## config.mk

```make
export PLATFORM = sky130hd
export DESIGN_NAME = ddr3_wr_oe_sched_flat
export DESIGN_NICKNAME = d
export VERILOG_FILES = /design/src/rtl/ddr3_phy_pkg.sv /design/src/rtl/ddr3_wr_oe_sched_if.sv /design/src/rtl/ddr3_oe_window.sv /design/src/rtl/ddr3_wr_oe_sched.sv /design/src/flat_wrapper.sv
export SDC_FILE = /design/constraint.sdc
export NUM_CORES = 1
export LEC_CHECK = 0
export ABC_AREA = 1
export BUFFER_PORTS_ARGS = -buffer_cell sky130_fd_sc_hd__buf_2
export CORE_AREA = 2 2 39 41
export CTS_CLUSTER_DIAMETER = 150
export CTS_CLUSTER_SIZE = 12
export DETAILED_ROUTE_END_ITERATION = 8
export DIE_AREA = 0 0 41 43
export HOLD_SLACK_MARGIN = 0.08
export PLACE_DENSITY = 0.5
export SLEW_MARGIN = 20
export SYNTH_ARGS = -nofsm -noshare
export SYNTH_HDL_FRONTEND = slang
export SYNTH_HIERARCHICAL = 1
export SYNTH_SLANG_ARGS = --single-unit
```

## constraint.sdc

```tcl
create_clock -name sclk -period 2.9 [get_ports sclk]
set_clock_uncertainty 0.2 [all_clocks]
set_input_delay 0.87 -clock sclk [delete_from_list [all_inputs] [get_ports sclk]]
set_output_delay 0.87 -clock sclk [all_outputs]
set_load 0.005 [all_outputs]
```

## src/rtl/ddr3_phy_pkg.sv

```systemverilog
// Shared DDR3 PHY write-path types and constants.
// Optional write-levelling support elsewhere is controlled by macro DDR3_WRLVL_EN.
package ddr3_phy_pkg;

    typedef enum logic [0:0] {
        ACCEPT = 1'b0,
        HOLD   = 1'b1
    } cmd_state_e;

    localparam int   BURST_SCLK = 2;
    localparam int   PRE_SCLK   = 1;
    localparam logic T_DRIVE    = 1'b0;
    localparam logic T_HIZ      = 1'b1;

    function automatic logic tri_enc(input logic drive);
        return drive ? T_DRIVE : T_HIZ;
    endfunction

endpackage

```

## src/rtl/ddr3_wr_oe_sched_if.sv

```systemverilog
// Command / tristate / fetch bundle of the write OE scheduler.
// The wrlvl_en member exists only when DDR3_WRLVL_EN is defined.
interface ddr3_wr_oe_sched_if;
    logic wr_valid;
    logic wr_ready;
    logic dq_t0;
    logic dq_t1;
    logic dqs_t0;
    logic dqs_t1;
    logic wr_data_req;
    logic wr_data_beat;
    logic busy;
`ifdef DDR3_WRLVL_EN
    logic wrlvl_en;
`endif

    modport master (
`ifdef DDR3_WRLVL_EN
        output wrlvl_en,
`endif
        output wr_valid,
        input  wr_ready,
        input  dq_t0,
        input  dq_t1,
        input  dqs_t0,
        input  dqs_t1,
        input  wr_data_req,
        input  wr_data_beat,
        input  busy
    );

    modport slave (
`ifdef DDR3_WRLVL_EN
        input  wrlvl_en,
`endif
        input  wr_valid,
        output wr_ready,
        output dq_t0,
        output dq_t1,
        output dqs_t0,
        output dqs_t1,
        output wr_data_req,
        output wr_data_beat,
        output busy
    );
endinterface

```

## src/rtl/ddr3_oe_window.sv

```systemverilog
// Pending-command delay line and window decode; strobes are raw (pre-register)
// and refer to the cycle after the current one.
module ddr3_oe_window
    import ddr3_phy_pkg::*;
#(
    parameter int CWL_SCLK  = 3,
    parameter int DATA_LEAD = 1,
    parameter int LINE_W    = CWL_SCLK + 3
) (
    input  logic sclk,
    input  logic RSTB,
    input  logic i_accept,
    output logic o_dq_drv,
    output logic o_dqs0_drv,
    output logic o_dqs1_drv,
    output logic o_req,
    output logic o_beat,
    output logic o_pending
);
    // Tap k holds a command accepted k cycles ago; tap 0 is this cycle's accept.
    localparam int DQ_LO   = CWL_SCLK - 1;
    localparam int DQ_HI   = DQ_LO + BURST_SCLK - 1;
    localparam int PRE_IX  = DQ_LO - PRE_SCLK;
    localparam int POST_IX = DQ_HI + 1;
    localparam int REQ_LO  = CWL_SCLK - DATA_LEAD - 1;
    localparam int REQ_HI  = REQ_LO + BURST_SCLK - 1;

    logic [LINE_W-1:0]  r_line;
    logic [POST_IX:0]   w_tap;
    logic               w_dq;
    logic               w_req;

    always_ff @(posedge sclk) begin
        if (RSTB) begin
            r_line <= '0;
        end else begin
            r_line <= {r_line[LINE_W-2:0], i_accept};
        end
    end

    assign w_tap = {r_line[POST_IX-1:0], i_accept};

    always_comb begin
        w_dq  = 1'b0;
        w_req = 1'b0;
        for (int i = DQ_LO; i <= DQ_HI; i++) begin
            w_dq = w_dq | w_tap[i];
        end
        for (int i = REQ_LO; i <= REQ_HI; i++) begin
            w_req = w_req | w_tap[i];
        end
    end

    // Preamble drives only the second half, postamble only the first half.
    assign o_dq_drv   = w_dq;
    assign o_dqs0_drv = w_dq | w_tap[POST_IX];
    assign o_dqs1_drv = w_dq | w_tap[PRE_IX];
    assign o_req      = w_req;
    assign o_beat     = w_tap[REQ_HI];
    assign o_pending  = |r_line;

endmodule

```

## src/rtl/ddr3_wr_oe_sched.sv

```systemverilog
// DDR3 write output-enable scheduler: command FSM, burst merge, registered T0/T1.
// Define DDR3_WRLVL_EN to add the wrlvl_en write-levelling override.
module ddr3_wr_oe_sched
    import ddr3_phy_pkg::*;
#(
    parameter int CWL_SCLK  = 3,
    parameter int DATA_LEAD = 1
) (
    input  logic              sclk,
    input  logic              RSTB,
    ddr3_wr_oe_sched_if.slave bus
);
    localparam logic [0:0] ST_ACCEPT = ACCEPT;
    localparam logic [0:0] ST_HOLD   = HOLD;

    logic [0:0] r_state;
    logic       r_dq_t;
    logic       r_dqs_t0;
    logic       r_dqs_t1;
    logic       r_req;
    logic       r_beat;

    logic w_accept;
    logic w_lvl_now;
    logic w_lvl_q;
    logic w_dq_drv;
    logic w_dqs0_drv;
    logic w_dqs1_drv;
    logic w_req;
    logic w_beat;
    logic w_pending;

`ifdef DDR3_WRLVL_EN
    logic r_lvl;

    always_ff @(posedge sclk) begin
        if (RSTB) begin
            r_lvl <= 1'b0;
        end else begin
            r_lvl <= bus.wrlvl_en;
        end
    end

    assign w_lvl_now = bus.wrlvl_en;
    assign w_lvl_q   = r_lvl;
`else
    assign w_lvl_now = 1'b0;
    assign w_lvl_q   = 1'b0;
`endif

    assign bus.wr_ready = (r_state == ST_ACCEPT) & ~w_lvl_q;
    assign w_accept     = bus.wr_valid & bus.wr_ready;

    ddr3_oe_window #(
        .CWL_SCLK  (CWL_SCLK),
        .DATA_LEAD (DATA_LEAD)
    ) u_window (
        .sclk       (sclk),
        .RSTB       (RSTB),
        .i_accept   (w_accept),
        .o_dq_drv   (w_dq_drv),
        .o_dqs0_drv (w_dqs0_drv),
        .o_dqs1_drv (w_dqs1_drv),
        .o_req      (w_req),
        .o_beat     (w_beat),
        .o_pending  (w_pending)
    );

    // Write levelling parks DQ and forces DQS low; fetches keep draining.
    always_ff @(posedge sclk) begin
        if (RSTB) begin
            r_state  <= ST_HOLD;
            r_dq_t   <= T_HIZ;
            r_dqs_t0 <= T_HIZ;
            r_dqs_t1 <= T_HIZ;
            r_req    <= 1'b0;
            r_beat   <= 1'b0;
        end else begin
            case (r_state)
                ST_ACCEPT: if (w_accept) r_state <= ST_HOLD;
                default:   r_state <= ST_ACCEPT;
            endcase
            r_dq_t   <= tri_enc(w_dq_drv & ~w_lvl_now);
            r_dqs_t0 <= tri_enc(w_dqs0_drv | w_lvl_now);
            r_dqs_t1 <= tri_enc(w_dqs1_drv | w_lvl_now);
            r_req    <= w_req;
            r_beat   <= w_beat;
        end
    end

    assign bus.dq_t0        = r_dq_t;
    assign bus.dq_t1        = r_dq_t;
    assign bus.dqs_t0       = r_dqs_t0;
    assign bus.dqs_t1       = r_dqs_t1;
    assign bus.wr_data_req  = r_req;
    assign bus.wr_data_beat = r_beat;
    assign bus.busy         = w_pending | (r_dq_t == T_DRIVE) |
                              (r_dqs_t0 == T_DRIVE) | (r_dqs_t1 == T_DRIVE);

endmodule

```

## src/flat_wrapper.sv

```systemverilog
// flat-port wrapper written by rule: the top's interface ports become plain ports
module ddr3_wr_oe_sched_flat import ddr3_phy_pkg::*;
#(
    parameter int CWL_SCLK  = 3,
    parameter int DATA_LEAD = 1
)
  (sclk, RSTB, bus_wr_valid, bus_wr_ready, bus_dq_t0, bus_dq_t1, bus_dqs_t0, bus_dqs_t1, bus_wr_data_req, bus_wr_data_beat, bus_busy);
  ddr3_wr_oe_sched_if bus_i ();
  input  logic sclk;
  input  logic RSTB;
  input wire logic [$bits(bus_i.wr_valid)-1:0] bus_wr_valid;
  output wire logic [$bits(bus_i.wr_ready)-1:0] bus_wr_ready;
  output wire logic [$bits(bus_i.dq_t0)-1:0] bus_dq_t0;
  output wire logic [$bits(bus_i.dq_t1)-1:0] bus_dq_t1;
  output wire logic [$bits(bus_i.dqs_t0)-1:0] bus_dqs_t0;
  output wire logic [$bits(bus_i.dqs_t1)-1:0] bus_dqs_t1;
  output wire logic [$bits(bus_i.wr_data_req)-1:0] bus_wr_data_req;
  output wire logic [$bits(bus_i.wr_data_beat)-1:0] bus_wr_data_beat;
  output wire logic [$bits(bus_i.busy)-1:0] bus_busy;
  assign bus_i.wr_valid = bus_wr_valid;
  assign bus_wr_ready = bus_i.wr_ready;
  assign bus_dq_t0 = bus_i.dq_t0;
  assign bus_dq_t1 = bus_i.dq_t1;
  assign bus_dqs_t0 = bus_i.dqs_t0;
  assign bus_dqs_t1 = bus_i.dqs_t1;
  assign bus_wr_data_req = bus_i.wr_data_req;
  assign bus_wr_data_beat = bus_i.wr_data_beat;
  assign bus_busy = bus_i.busy;
  ddr3_wr_oe_sched #(.CWL_SCLK(CWL_SCLK), .DATA_LEAD(DATA_LEAD)) u_core (.sclk(sclk), .RSTB(RSTB), .bus(bus_i));
endmodule
```

After elaboration in Yosys (flattened, before gate mapping)
Cells that the tools add are included.

storage, ports and cells
  bits in registers = 12
  word-level logic and storage cells = 25

operators by class
  multiplexer cells = 5
  bitwise operators = 12
  reduce and logical (&&, ||, !) cells = 1

operators with widths
  kind                count
  1-bit OR            7
  6-bit OR reduction  1
  1-bit two-way mux   5
  1-bit inverter      4
  1-bit AND           1

Longest topological paths before layout
  depth after elaboration = 4
  gate-level depth with buffers = 5
  depth with buffers taken out = 5

Cells and area by module
The synthesis kept the hierarchy.

by module, submodules not included
  module            times used  cells each  area each (sq um)  seq. area each (sq um)
  ddr3_oe_window    1           26          198.9              120.1
  ddr3_wr_oe_sched  1           24          191.4              120.1

Least setup slack after synthesis
Ideal clock, no wire load.

  path type = reg-to-output
  from = register u_core.u_window.r_line[1]
  to = output port bus_busy
  arrival = 658 ps
  required time = 1830 ps
  setup slack = 1172 ps
  cell stages (with the launch flop) = 5
  buffers on the path = 0
  path through = dfxtp_1 -> nor2_2 -> nand3_1 -> nor2_1 -> nand2_1

between the ends
  cells in the longest elaborated chain, start to end = 4

RTL lines
  item                        line                    text
  from (decl)                 ddr3_oe_window.sv:28    logic [LINE_W-1:0] r_line;
  from (signal assigned)      ddr3_oe_window.sv:37    r_line <= {r_line[LINE_W-2:0], i_accept};
  6-bit OR reduction          ddr3_oe_window.sv:60    assign o_pending = |r_line;
  named net u_core.w_pending  ddr3_wr_oe_sched.sv:31  logic w_pending;
  1-bit OR (2 in a row)       ddr3_wr_oe_sched.sv:97  assign bus.busy = w_pending | (r_dq_t == T_DRIVE) |
  1-bit OR                    ddr3_wr_oe_sched.sv:98  (r_dqs_t0 == T_DRIVE) | (r_dqs_t1 == T_DRIVE);
  to (decl)                   flat_wrapper.sv:19      output wire logic [$bits(bus_i.busy)-1:0] bus_busy;

The timed path passes the listed nets, and every way through them passes these cells.

Final worst setup path
Same ends and word-level chain as after synthesis.

==> impl_metrics.env <==
export IMPL_num_vias=302
export IMPL_cts_setup_buffers=0
export IMPL_cts_tree="built"
export IMPL_relSlewSlack_pct=89.2
export IMPL_grt_total_usage_pct=9.38
export IMPL_rsz0062_at_grt="false"
export IMPL_required_ns=1.83
export IMPL_setup_tns_ns=0
export IMPL_sequentialPowerShare_pct=60.1
export IMPL_die_h_microns=43
export IMPL_layout_drive_gt1_share_pct=24.2
export IMPL_p_leak_nw=0.264
export IMPL_drc=0
export IMPL_internal_power_mw=0.225
export IMPL_pwr_share_clk_pct=33.2
export IMPL_p_sw_share_pct=20.7
export IMPL_ios=11
export IMPL_dp_hpwl_microns=483
export IMPL_hold_viol=0
export IMPL_clock_path_buffers=2
export IMPL_power_per_cell_area_nw_per_um2=598
export IMPL_cts_hold_buf=0
export IMPL_port_buffers=10
export IMPL_placed_area_sq_um=453
export IMPL_ys_ff_latch=12
export IMPL_fmax_mhz=460
export IMPL_cts_resized=0
export IMPL_first_global_vias=239
export IMPL_rows=14
export IMPL_root_buffer="clkbuf_4"
export IMPL_crit_arrival_ns=1.10
export IMPL_worstMarginPinSlew_ns=0.162
export IMPL_wirelength_microns=606
export IMPL_final_nets=67
export IMPL_hp_class="reg -> reg"
export IMPL_initial_core_util_pct=28.2
export IMPL_viasPerCell=3.87
export IMPL_grt_overflow=0
export IMPL_cts_made_buffers=3
export IMPL_grt_pass1_wl_microns=938
export IMPL_cp_max_fo=3
export IMPL_worst_setup_path_end_kind="output pin"
export IMPL_die_w_microns=41
export IMPL_syn_num_nets=53
export IMPL_synthCells=50
export IMPL_syn_area_per_cell_sq_um=7.81
export IMPL_p_switching_mw=0.0589
export IMPL_whs_path_depth=2
export IMPL_clkLatencyLatePin_ns=0.26
export IMPL_status="complete, no violations"
export IMPL_dieArea_sq_um=1760
export IMPL_critPathKind="reg -> out"
export IMPL_layout_area_overhead_vs_synth_pct=21.8
export IMPL_cts_sinks=12
export IMPL_antenna_found_initial=0
export IMPL_path_clk_slew_ns=0.06
export IMPL_ant_nets=0
export IMPL_yosysTopAreaCellShare_pct=61.5
export IMPL_finalWorstSetupSlack_ns=0.728
export IMPL_synth_largest_area_cell="dfxtp_1"
export IMPL_peakVddDrop_mv=0.160
export IMPL_r2r_cells=4
export IMPL_ys_warn_count=6
export IMPL_total_power_mw=0.284
export IMPL_grt_max_degree=10
export IMPL_slew_viol_final=0
export IMPL_initialDrtViolationCount=0
export IMPL_wl_per_cell_microns=7.77
export IMPL_yosysUniqueCellTypes=8
export IMPL_postLayoutCellArea_sq_um=475
export IMPL_cp_start_kind="flop"
export IMPL_diodes=0
export IMPL_first_pass_iters=1
export IMPL_coreArea_sq_um=1380
export IMPL_combPwrFrac_pct=6.6
export IMPL_syn_area_sq_um=390
export IMPL_period_needed_ns=2.17
export IMPL_place_congestion=0.668
export IMPL_setup_viol=0
export IMPL_ys_seq_area_share_pct=61.5
export IMPL_dp_slack_ns=0.995
export IMPL_htreeDepth=1
export IMPL_synth_area_leaders="dfxtp_1 62%, inv_1 13%, nor2_1 11%, nand2_1 9.6%, buf_4 1.9%"
export IMPL_period_share_pct=74.9
export IMPL_maxCapViolations=0
## layout make-up
| class | count | area, sq um |
|---|---|---|
| clock buffers | 3 | 22.5 |
| fillers | 161 | 908 |
| inverters | 14 | 52.6 |
| multi-input cells | 23 | 90.1 |
| flip-flops and latches | 12 | 240 |
| well taps | 16 | 20.0 |
| repair buffers | 10 | 50.0 |
## sequential cells by signal (all words and copies together), names as in the netlist
| signal | flops |
|---|---|
| u_core/bus.dqs_t0 | 1 |
| u_core/bus.wr_data_req | 1 |
| u_core/bus.dqs_t1 | 1 |
| u_core/bus.dq_t0 | 1 |
| u_core/r_state | 1 |
| u_core/u_window/r_line | 6 |
| u_core/bus.wr_data_beat | 1 |
## routing by layer
metal | up-vias | routed length [microns] | global-route usage (%)
met3 | 2 | 36 | 4.71
met1 | 129 | 266 | 9.80
met4 | 0 | 19 | 14.0
met2 | 9 | 283 | 10.3
li1 | 162 | - | -
met5 | - | 0 | 0
## Yosys cell counts
library cell / number
inv_1: 13
nand2_1: 10
inv_2: 1
nand3_1: 1
nor2_1: 11
nor2_2: 1
buf_4: 1
dfxtp_1: 12
## metrics by stage
step	utilization, %	cells	hold slack, ns
after floorplan	-	50	0.203
after global placement	32.7	75	0.214
after detailed placement	32.7	75	0.223
after CTS	34.4	78	0.229
after global routing	34.4	78	0.260
final	34.4	78	0.224
## worst max-delay path, cell delays in order, from the launching register on
cell	delay (ns)
dfxtp_1	0.33
nor2_2	0.16
nand3_1	0.09
nor2_1	0.11
nand2_1	0.05
buf_2	0.12
## worst paths after layout
check        slack (ns)                       from                   endpoint
max                0.73  u_core/u_window/r_line[1]                   bus_busy
min                0.22  u_core/u_window/r_line[4]  u_core/u_window/r_line[5]
max reg2reg        1.98  u_core/u_window/r_line[1]     u_core/bus.wr_data_req
min reg2reg        0.22  u_core/u_window/r_line[4]  u_core/u_window/r_line[5]
## placed cells by master, fill, tap and decap left out, drive strengths merged
| master | netlist | final |
|---|---|---|
| inv | 14 | 14 |
| dfxtp | 12 | 12 |
| nor2 | 12 | 12 |
| buf | 1 | 10 |
| nand2 | 10 | 10 |
| clkbuf | 0 | 3 |
| nand3 | 1 | 1 |
## power by group through the flow
stage / Clock [mW] / Sequential, mW / Combinational (mW)
floorplan: 0 / 0.175 / 0.0102
global placement: 0 / 0.175 / 0.0192
detailed placement: 0 / 0.175 / 0.0194
CTS: 0.102 / 0.171 / 0.0195
global route: 0.112 / 0.171 / 0.0227
finish: 0.0944 / 0.171 / 0.0189
## kinds of logic after synthesis
logic type	after synthesis	synth area share, %
simple gates	23	23.1
flops	12	61.5
buf+inv	15	15.4
Power figures use the tool's default switching activity.
